File: src/rtl/game_state_ctrl.sv
// Frame-rate game flow controller: START / PLAY / PAUSE / OVER sequencing,
// lives and win tracking, edge-detected key presses and a free-running frame counter.
module game_state_ctrl #(
  parameter logic [7:0] START_KEY   = 8'h28,
  parameter logic [7:0] PAUSE_KEY   = 8'h13,
  parameter int         LIVES_INIT  = 3,
  parameter int         OVER_FRAMES = 128
) (
  input  logic       frame_Clk,
  input  logic       Reset,
  input  logic [7:0] keycode,
  input  logic       playerDead,
  input  logic       bossDead,
  output logic [5:0] FrameCount,
  output logic [1:0] gameState,
  output logic [1:0] lives,
  output logic       win,
  output logic       gameReset,
  output logic       respawn
);

  typedef enum logic [1:0] {
    ST_START = 2'b00,
    ST_PLAY  = 2'b01,
    ST_PAUSE = 2'b10,
    ST_OVER  = 2'b11
  } state_t;

  localparam logic [7:0] OVER_LAST  = 8'(OVER_FRAMES - 1);
  localparam logic [7:0] EARLY_MIN  = 8'd32;
  localparam logic [1:0] LIVES_LOAD = 2'(LIVES_INIT);

  state_t     state_q;
  logic [7:0] prev_key_q;
  logic [7:0] over_timer_q;
  logic       start_press;
  logic       pause_press;
  logic       start_game;

  // A press is the first frame a key is seen; holding it yields nothing more.
  assign start_press = (keycode == START_KEY) && (prev_key_q != START_KEY);
  assign pause_press = (keycode == PAUSE_KEY) && (prev_key_q != PAUSE_KEY);

  // Early restart out of OVER is only honoured once the lockout window has passed.
  assign start_game  = start_press &&
                       ((state_q == ST_START) ||
                        ((state_q == ST_OVER) && (over_timer_q >= EARLY_MIN)));

  assign gameState = state_q;

  always_ff @(posedge frame_Clk or negedge Reset) begin
    if (!Reset) begin
      state_q      <= ST_START;
      prev_key_q   <= 8'h00;
      over_timer_q <= 8'h00;
      FrameCount   <= 6'd0;
      lives        <= 2'd0;
      win          <= 1'b0;
      gameReset    <= 1'b0;
      respawn      <= 1'b0;
    end else begin
      FrameCount <= FrameCount + 6'd1;
      prev_key_q <= keycode;
      gameReset  <= 1'b0;
      respawn    <= 1'b0;

      if (start_game) begin
        state_q   <= ST_PLAY;
        lives     <= LIVES_LOAD;
        win       <= 1'b0;
        gameReset <= 1'b1;
      end else begin
        case (state_q)
          ST_START: ;
          ST_PLAY: begin
            // Boss defeat outranks a simultaneous death or pause request.
            if (bossDead) begin
              state_q      <= ST_OVER;
              win          <= 1'b1;
              over_timer_q <= 8'h00;
            end else if (playerDead) begin
              if (lives > 2'd1) begin
                lives   <= lives - 2'd1;
                respawn <= 1'b1;
              end else begin
                lives        <= 2'd0;
                win          <= 1'b0;
                state_q      <= ST_OVER;
                over_timer_q <= 8'h00;
              end
            end else if (pause_press) begin
              state_q <= ST_PAUSE;
            end
          end
          ST_PAUSE: begin
            if (pause_press) state_q <= ST_PLAY;
          end
          ST_OVER: begin
            over_timer_q <= over_timer_q + 8'd1;
            if (over_timer_q == OVER_LAST) state_q <= ST_START;
          end
          default: state_q <= ST_START;
        endcase
      end
    end
  end

endmodule

File: config.mk
export PLATFORM = sky130hd
export DESIGN_NAME = game_state_ctrl
export DESIGN_NICKNAME = d
export VERILOG_FILES = /design/src/rtl/game_state_ctrl.sv
export SDC_FILE = /design/constraint.sdc
export NUM_CORES = 1
export LEC_CHECK = 0
export ABC_AREA = 1
export BUFFER_PORTS_ARGS = -buffer_cell sky130_fd_sc_hd__buf_2
export CAP_MARGIN = 40
export CORE_UTILIZATION = 46
export CTS_CLUSTER_SIZE = 20
export DETAILED_ROUTE_END_ITERATION = 6
export GPL_ROUTABILITY_DRIVEN = 1
export MAX_ROUTING_LAYER = met4
export PLACE_DENSITY = 0.67
export SYNTH_ARGS = -nofsm -noshare
export SYNTH_HDL_FRONTEND = slang
export SYNTH_SLANG_ARGS = --single-unit
File: constraint.sdc
create_clock -name frame_Clk -period 2.69 [get_ports frame_Clk]
set_input_delay 0.1345 -clock frame_Clk [delete_from_list [all_inputs] [get_ports frame_Clk]]
set_output_delay 0.1345 -clock frame_Clk [all_outputs]
set_load 0.03 [all_outputs]
Word level (Yosys, flattened, before mapping)
Cells that the tools add are included.
Word-level totals
  input bits: 12
  bits in registers: 29
  logic and storage cells: 73
  output and inout port bits: 13
Operators by class
  bitwise operators: 1
  muxes and demuxes: 28
  $add $sub $neg: 3
  eq/ne operators: 16
  reduce and logical (&&, ||, !) cells: 15
  order comparisons: 2
Operators with widths (number)
  $mux W2: 12
  $mux W8: 3
  $pmux W8 S2: 1
  $ne A3 B3 Y1 const B: 4
  $mux W1: 11
  $ne A5 B5 Y1 const B: 2
  $add A8 B1 Y8 const B: 1
  $eq A8 B5 Y1 const B: 1
  $eq A8 B6 Y1 const B: 1
  $eq A8 B7 Y1 const B: 1
  $ge A8 B6 Y1 const B: 1
  $ne A8 B5 Y1 const B: 1
  $ne A8 B6 Y1 const B: 1
  $add A6 B1 Y6 const B: 1
  $pmux W2 S3: 1
  $reduce_and A3 Y1: 2
  $reduce_bool A2 Y1: 3
  $reduce_and A5 Y1: 1
  $eq A2 B2 Y1 const B: 2
  $logic_and A1 B1 Y1: 4
  $reduce_and A4 Y1: 1
  $reduce_bool A4 Y1: 1
  $ne A3 B2 Y1 const B: 1
  $reduce_bool A3 Y1: 1
  7 further kinds: 7

Longest topological paths before layout
  word-level depth: 7
  mapped depth: 10
  mapped depth without buffers: 10

Worst setup path after synthesis
OpenSTA, ideal clock, no wires.
  kind: register to register
  start point: register state_q[1] (netlist: gameState[1])
  end point: register state_q[0] (netlist: gameState[0])
  cell stages (with the launch flop): 10
  setup time: 118 ps
  path buffers: 1
  clock period less this slack: 1531 ps
  arrival: 1413 ps
  required time: 2572 ps
  setup slack: 1159 ps
  cell sequence: dfrtp_1 > ha_1 > buf_2 > nand2_1 > nand2_1 > nand3_1 > nor2_1 > nand2_1 > nand3_1 > nand2_1
Between the ends
  longest elaborated chain between the ends: 6
  elaborated cells between the ends (all ways): 15
  those cells by class: 7 x eq/ne; 2 x mux; 6 x reduce/logical
RTL lines
  start: declaration: line 33  | state_t state_q;
  start signal: assignment: line 53  | state_q <= ST_START;
  start signal: assignment: line 68  | state_q <= ST_PLAY;
  start signal: assignment: line 78  | state_q <= ST_OVER;
  $eq A2 B2 Y1: line 47, 73
  $logic_and A1 B1 Y1: line 47  | ((state_q == ST_OVER) && (over_timer_q >= EARLY_MIN)));
  $logic_or A1 B1 Y1: line 46  | ((state_q == ST_START) ||
  $logic_and A1 B1 Y1: line 45  | assign start_game = start_press &&
  $ne A5 B5 Y1 (no line), or another cell as far along
  $reduce_and A5 Y1 (no line)
Parallel ways exist; a longest one is shown, timed or not.
A chain may end at the register's enable or synchronous reset.

Worst setup path after layout
  start point: register state_q[1] (netlist: gameState[1])
  end point: register state_q[1] (netlist: gameState[1])
The elaborated chain is that of the path after synthesis.

==> flow_summary_export.csv <==
group,metric,value,unit
min_path,hold_class,"in -> reg",
yosys,synthSimpleGateAreaFrac,0.298,
cts,cts_resized,0,
route,vias_per_cell,4.70,
sta,rsz0062_at_grt,"no",
yosys,synth_top_family_by_area,"simple AND/OR/NAND/NOR gates",
sta,fin_crit,1640,ps
floorplan,coreArea,0.00334,mm2
sta,fin_skew,7.08,ps
yosys,netlist.area_leader.share,0.455,
route,route.detailed.drc,0,
layout,fin_util,0.573,
global_route,grt_max_degree,30,
power_and_ir_drop,irDropWorstVdd,0.000323,V
layout,area_growth,19.9,%
yosys,yosysTopAreaCell,"dfrtp_1",
critical_path,crit_buf_inv,1,
sta,fmax,609,MHz
outcome,outcome,"complete, no violations",
layout,seq_area,726,um2
sta,setup_ws,1050,ps
floorplan,ios,25,
floorplan,die_w,60.9,um
route,vias,1321,
critical_path,cp_data_required_time,2920,ps
sta,fin_crit_sh,0.610,
placement,dpl_worst_slack,1050,ps
yosys,synth_edf_count,0,
placement,numPortBuffers,24,
run,cap_violations,0,
yosys,synth_seq_cells,29,
yosys,ys_seq_area_frac,0.455,
yosys,yosys-mux-area-fraction,0,
route,drtIter0Drc,27,
sta,max_slew_margin,0.565,
yosys,synth_commonest_cells,"54 x nand2_1, 30 x inv_1, 29 x dfrtp_1, 17 x nand3_1, 14 x nor2_1",
cts,h-tree-depth,2,
yosys,synth_compound_area_frac,0.0667,
critical_path,start_kind,"flop",
layout,multi_input_area,722,um2
critical_path,cp_max_fo,12,
yosys,synthArstFlopShare,1.00,
yosys,synth_most_common_cell,"nand2_1",
layout,fillers,310,
layout,n_antenna_cell,0,
yosys,synth_adder_area_share,0.0549,
floorplan,rows,21,
critical_path,crit_slowest_cell,"dfrtp_1",
cts,clk_latency,330,ps
global_route,antenna_found_initial,0,
critical_path,crit_chain,"ha_1 > inv_1 > nand2_1 > nand2_1 > nand3_1 > nor2_1 > nand2_1 > nand2_1 > nand2_1 > nand2_1",
power_and_ir_drop,leakage,0.997,nW
critical_path,cp-end-kind,"flop",
placement,dpl.hpwl,2080,um
yosys,synth_area,0.00160,mm2
global_route,first_global_vias,1099,
route,dr.pass1.iters,4,
global_route,grt.total_usage,0.187,
placement,place_congestion,0.833,
cts,ctsHoldBuffers,9,
cts,cts_made_buffers,5,
yosys,synth.area.top_cells,"dfrtp_1 45%, nand2_1 13%, inv_1 7.1%, ha_1 5.5%, nand3_1 5.3%",
cts,cts.clk_slew.worst_paths,100,ps
critical_path,cp_top_family,"simple AND/OR/NAND/NOR gates",
critical_path,max_stage_delay,420,ps
layout,drive_gt1_frac,0.213,
yosys,synth_cell_types,30,
route,wl_per_cell,10.6,um
sta,final_max_slew_viol_count,0,
cts,cts_sinks,29,
route,antenna_left,0,
cts,cts_buffer_depth,2,
sta,finalSetupViolCount,0,
yosys,syn-num-nets,215,
yosys,yosysWarnings,0,
cts,post_cts_buffers,0,
yosys,avgSynthCellArea,8.14,um2
global_route,grt_overflow_total,0,
sta,finalSetupTns,0,ps
cts,cts_tree,"done",
sta,tightest_slew,653,ps
sta,final_hold_viol_count,0,
cts,cts-root-buf,"clkbuf_4",
critical_path,worstPathArrival,1870,ps
floorplan,die_area,0.00371,mm2
critical_path,path_class,"reg -> reg",
power_and_ir_drop,cellPowerDensity,696,mW/mm2
critical_path,crit_top_cell,"nand2_1",
yosys,synth_xor_xnor_area_share,0.0329,
layout,layout.nets,253,
yosys,yosys_most_used_dff,"dfrtp_1",
yosys,netlist_instances,196,
floorplan,initial_core_util,0.478,
route,drt_wl_total,2970,um
global_route,grt_pass1_wl,4690,um
floorplan,dieHeight,60.9,um
==> state kept, by name, summed over array words and instances, names as in the netlist <==
register,count
over_timer_q,8
win,1
respawn,1
lives,2
gameReset,1
FrameCount,6
prev_key_q,8
gameState,2
==> worst register-to-register path: cells and delay by family (launching register included) <==
family,cells,cell delay (ps)
adders and majority gates,1,420
buffers and inverters,1,170
DFF,1,420
and+or+nand+nor,8,530
==> final timing paths <==
kind                                     startpoint                  endpoint  slack (ps)  cells past startpoint
min reg2reg                 FrameCount[0]$_DFF_PN0_   FrameCount[0]$_DFF_PN0_         470                      1
max in group asynchronous                     Reset      lives[0]$_DFFE_PN0P_        1910                      2
max                        gameState[1]$_DFFE_PN0P_  gameState[1]$_DFFE_PN0P_        1050                     10
max reg2reg                gameState[1]$_DFFE_PN0P_  gameState[1]$_DFFE_PN0P_        1050                     10
min                                        bossDead      lives[1]$_DFFE_PN0P_          80                      3
min in group asynchronous                     Reset   prev_key_q[6]$_DFF_PN0_         350                      2
==> metal layers <==
layer  global-route usage  vias up  wire length, um
met4               0.0779        0               40
li1                     -      685                -
met5                    -        -                0
met2                0.294       22             1420
met3               0.0640        4               95
met1                0.218      610             1410
==> area by class of cell <==
class                   instances  share of cell area
clock inverters                 1             0.00262
inverters                      34              0.0667
multi-input cells             131               0.377
flip-flops and latches         29               0.379
clock buffers                   7              0.0340
repair buffers                 33               0.110
well taps                      46              0.0301
==> placed cells by master (no fill, tap or decap), drive strengths merged, types with 5 or more instances in the layout <==
cell type | synthesis | final
dlygate4sd3 | 0 | 9
buf | 2 | 24
xor2 | 5 | 5
dfrtp | 29 | 29
inv | 34 | 34
nand3 | 19 | 19
ha | 7 | 7
o21ai | 11 | 11
nor2 | 19 | 19
nand2 | 57 | 57
clkbuf | 0 | 7
==> through the flow <==
step | hold slack [ps] | instance area, um2 | total power, mW | cells
2_1_floorplan | -161 | 1600 | 0.945 | 196
3_3_place_gp | 195 | 1750 | 1.03 | 264
3_5_place_dp | 195 | 1750 | 1.03 | 264
4_1_cts | 52.7 | 1910 | 1.35 | 281
5_1_grt | 72.8 | 1910 | 1.45 | 281
6_report | 77.3 | 1910 | 1.33 | 281
==> logic make-up (layout without fill, tap and decap cells) <==
logic type,Yosys count,count (layout)
adder cells (fa/ha/maj),7,7
AO/OA/AOI/OAI,16,16
AND/OR/NAND/NOR,102,102
XOR/XNOR,6,6
buffers and inverters,36,75
flip-flops,29,29
==> power breakdown <==
group / internal (mW) / switching [mW] / leakage, nW
logic: 0.170 / 0.335 / 0.591
registers: 0.481 / 0.0398 / 0.365
clock network: 0.151 / 0.153 / 0.0413
total: 0.803 / 0.528 / 0.997
(Power assumes the default switching activity.)
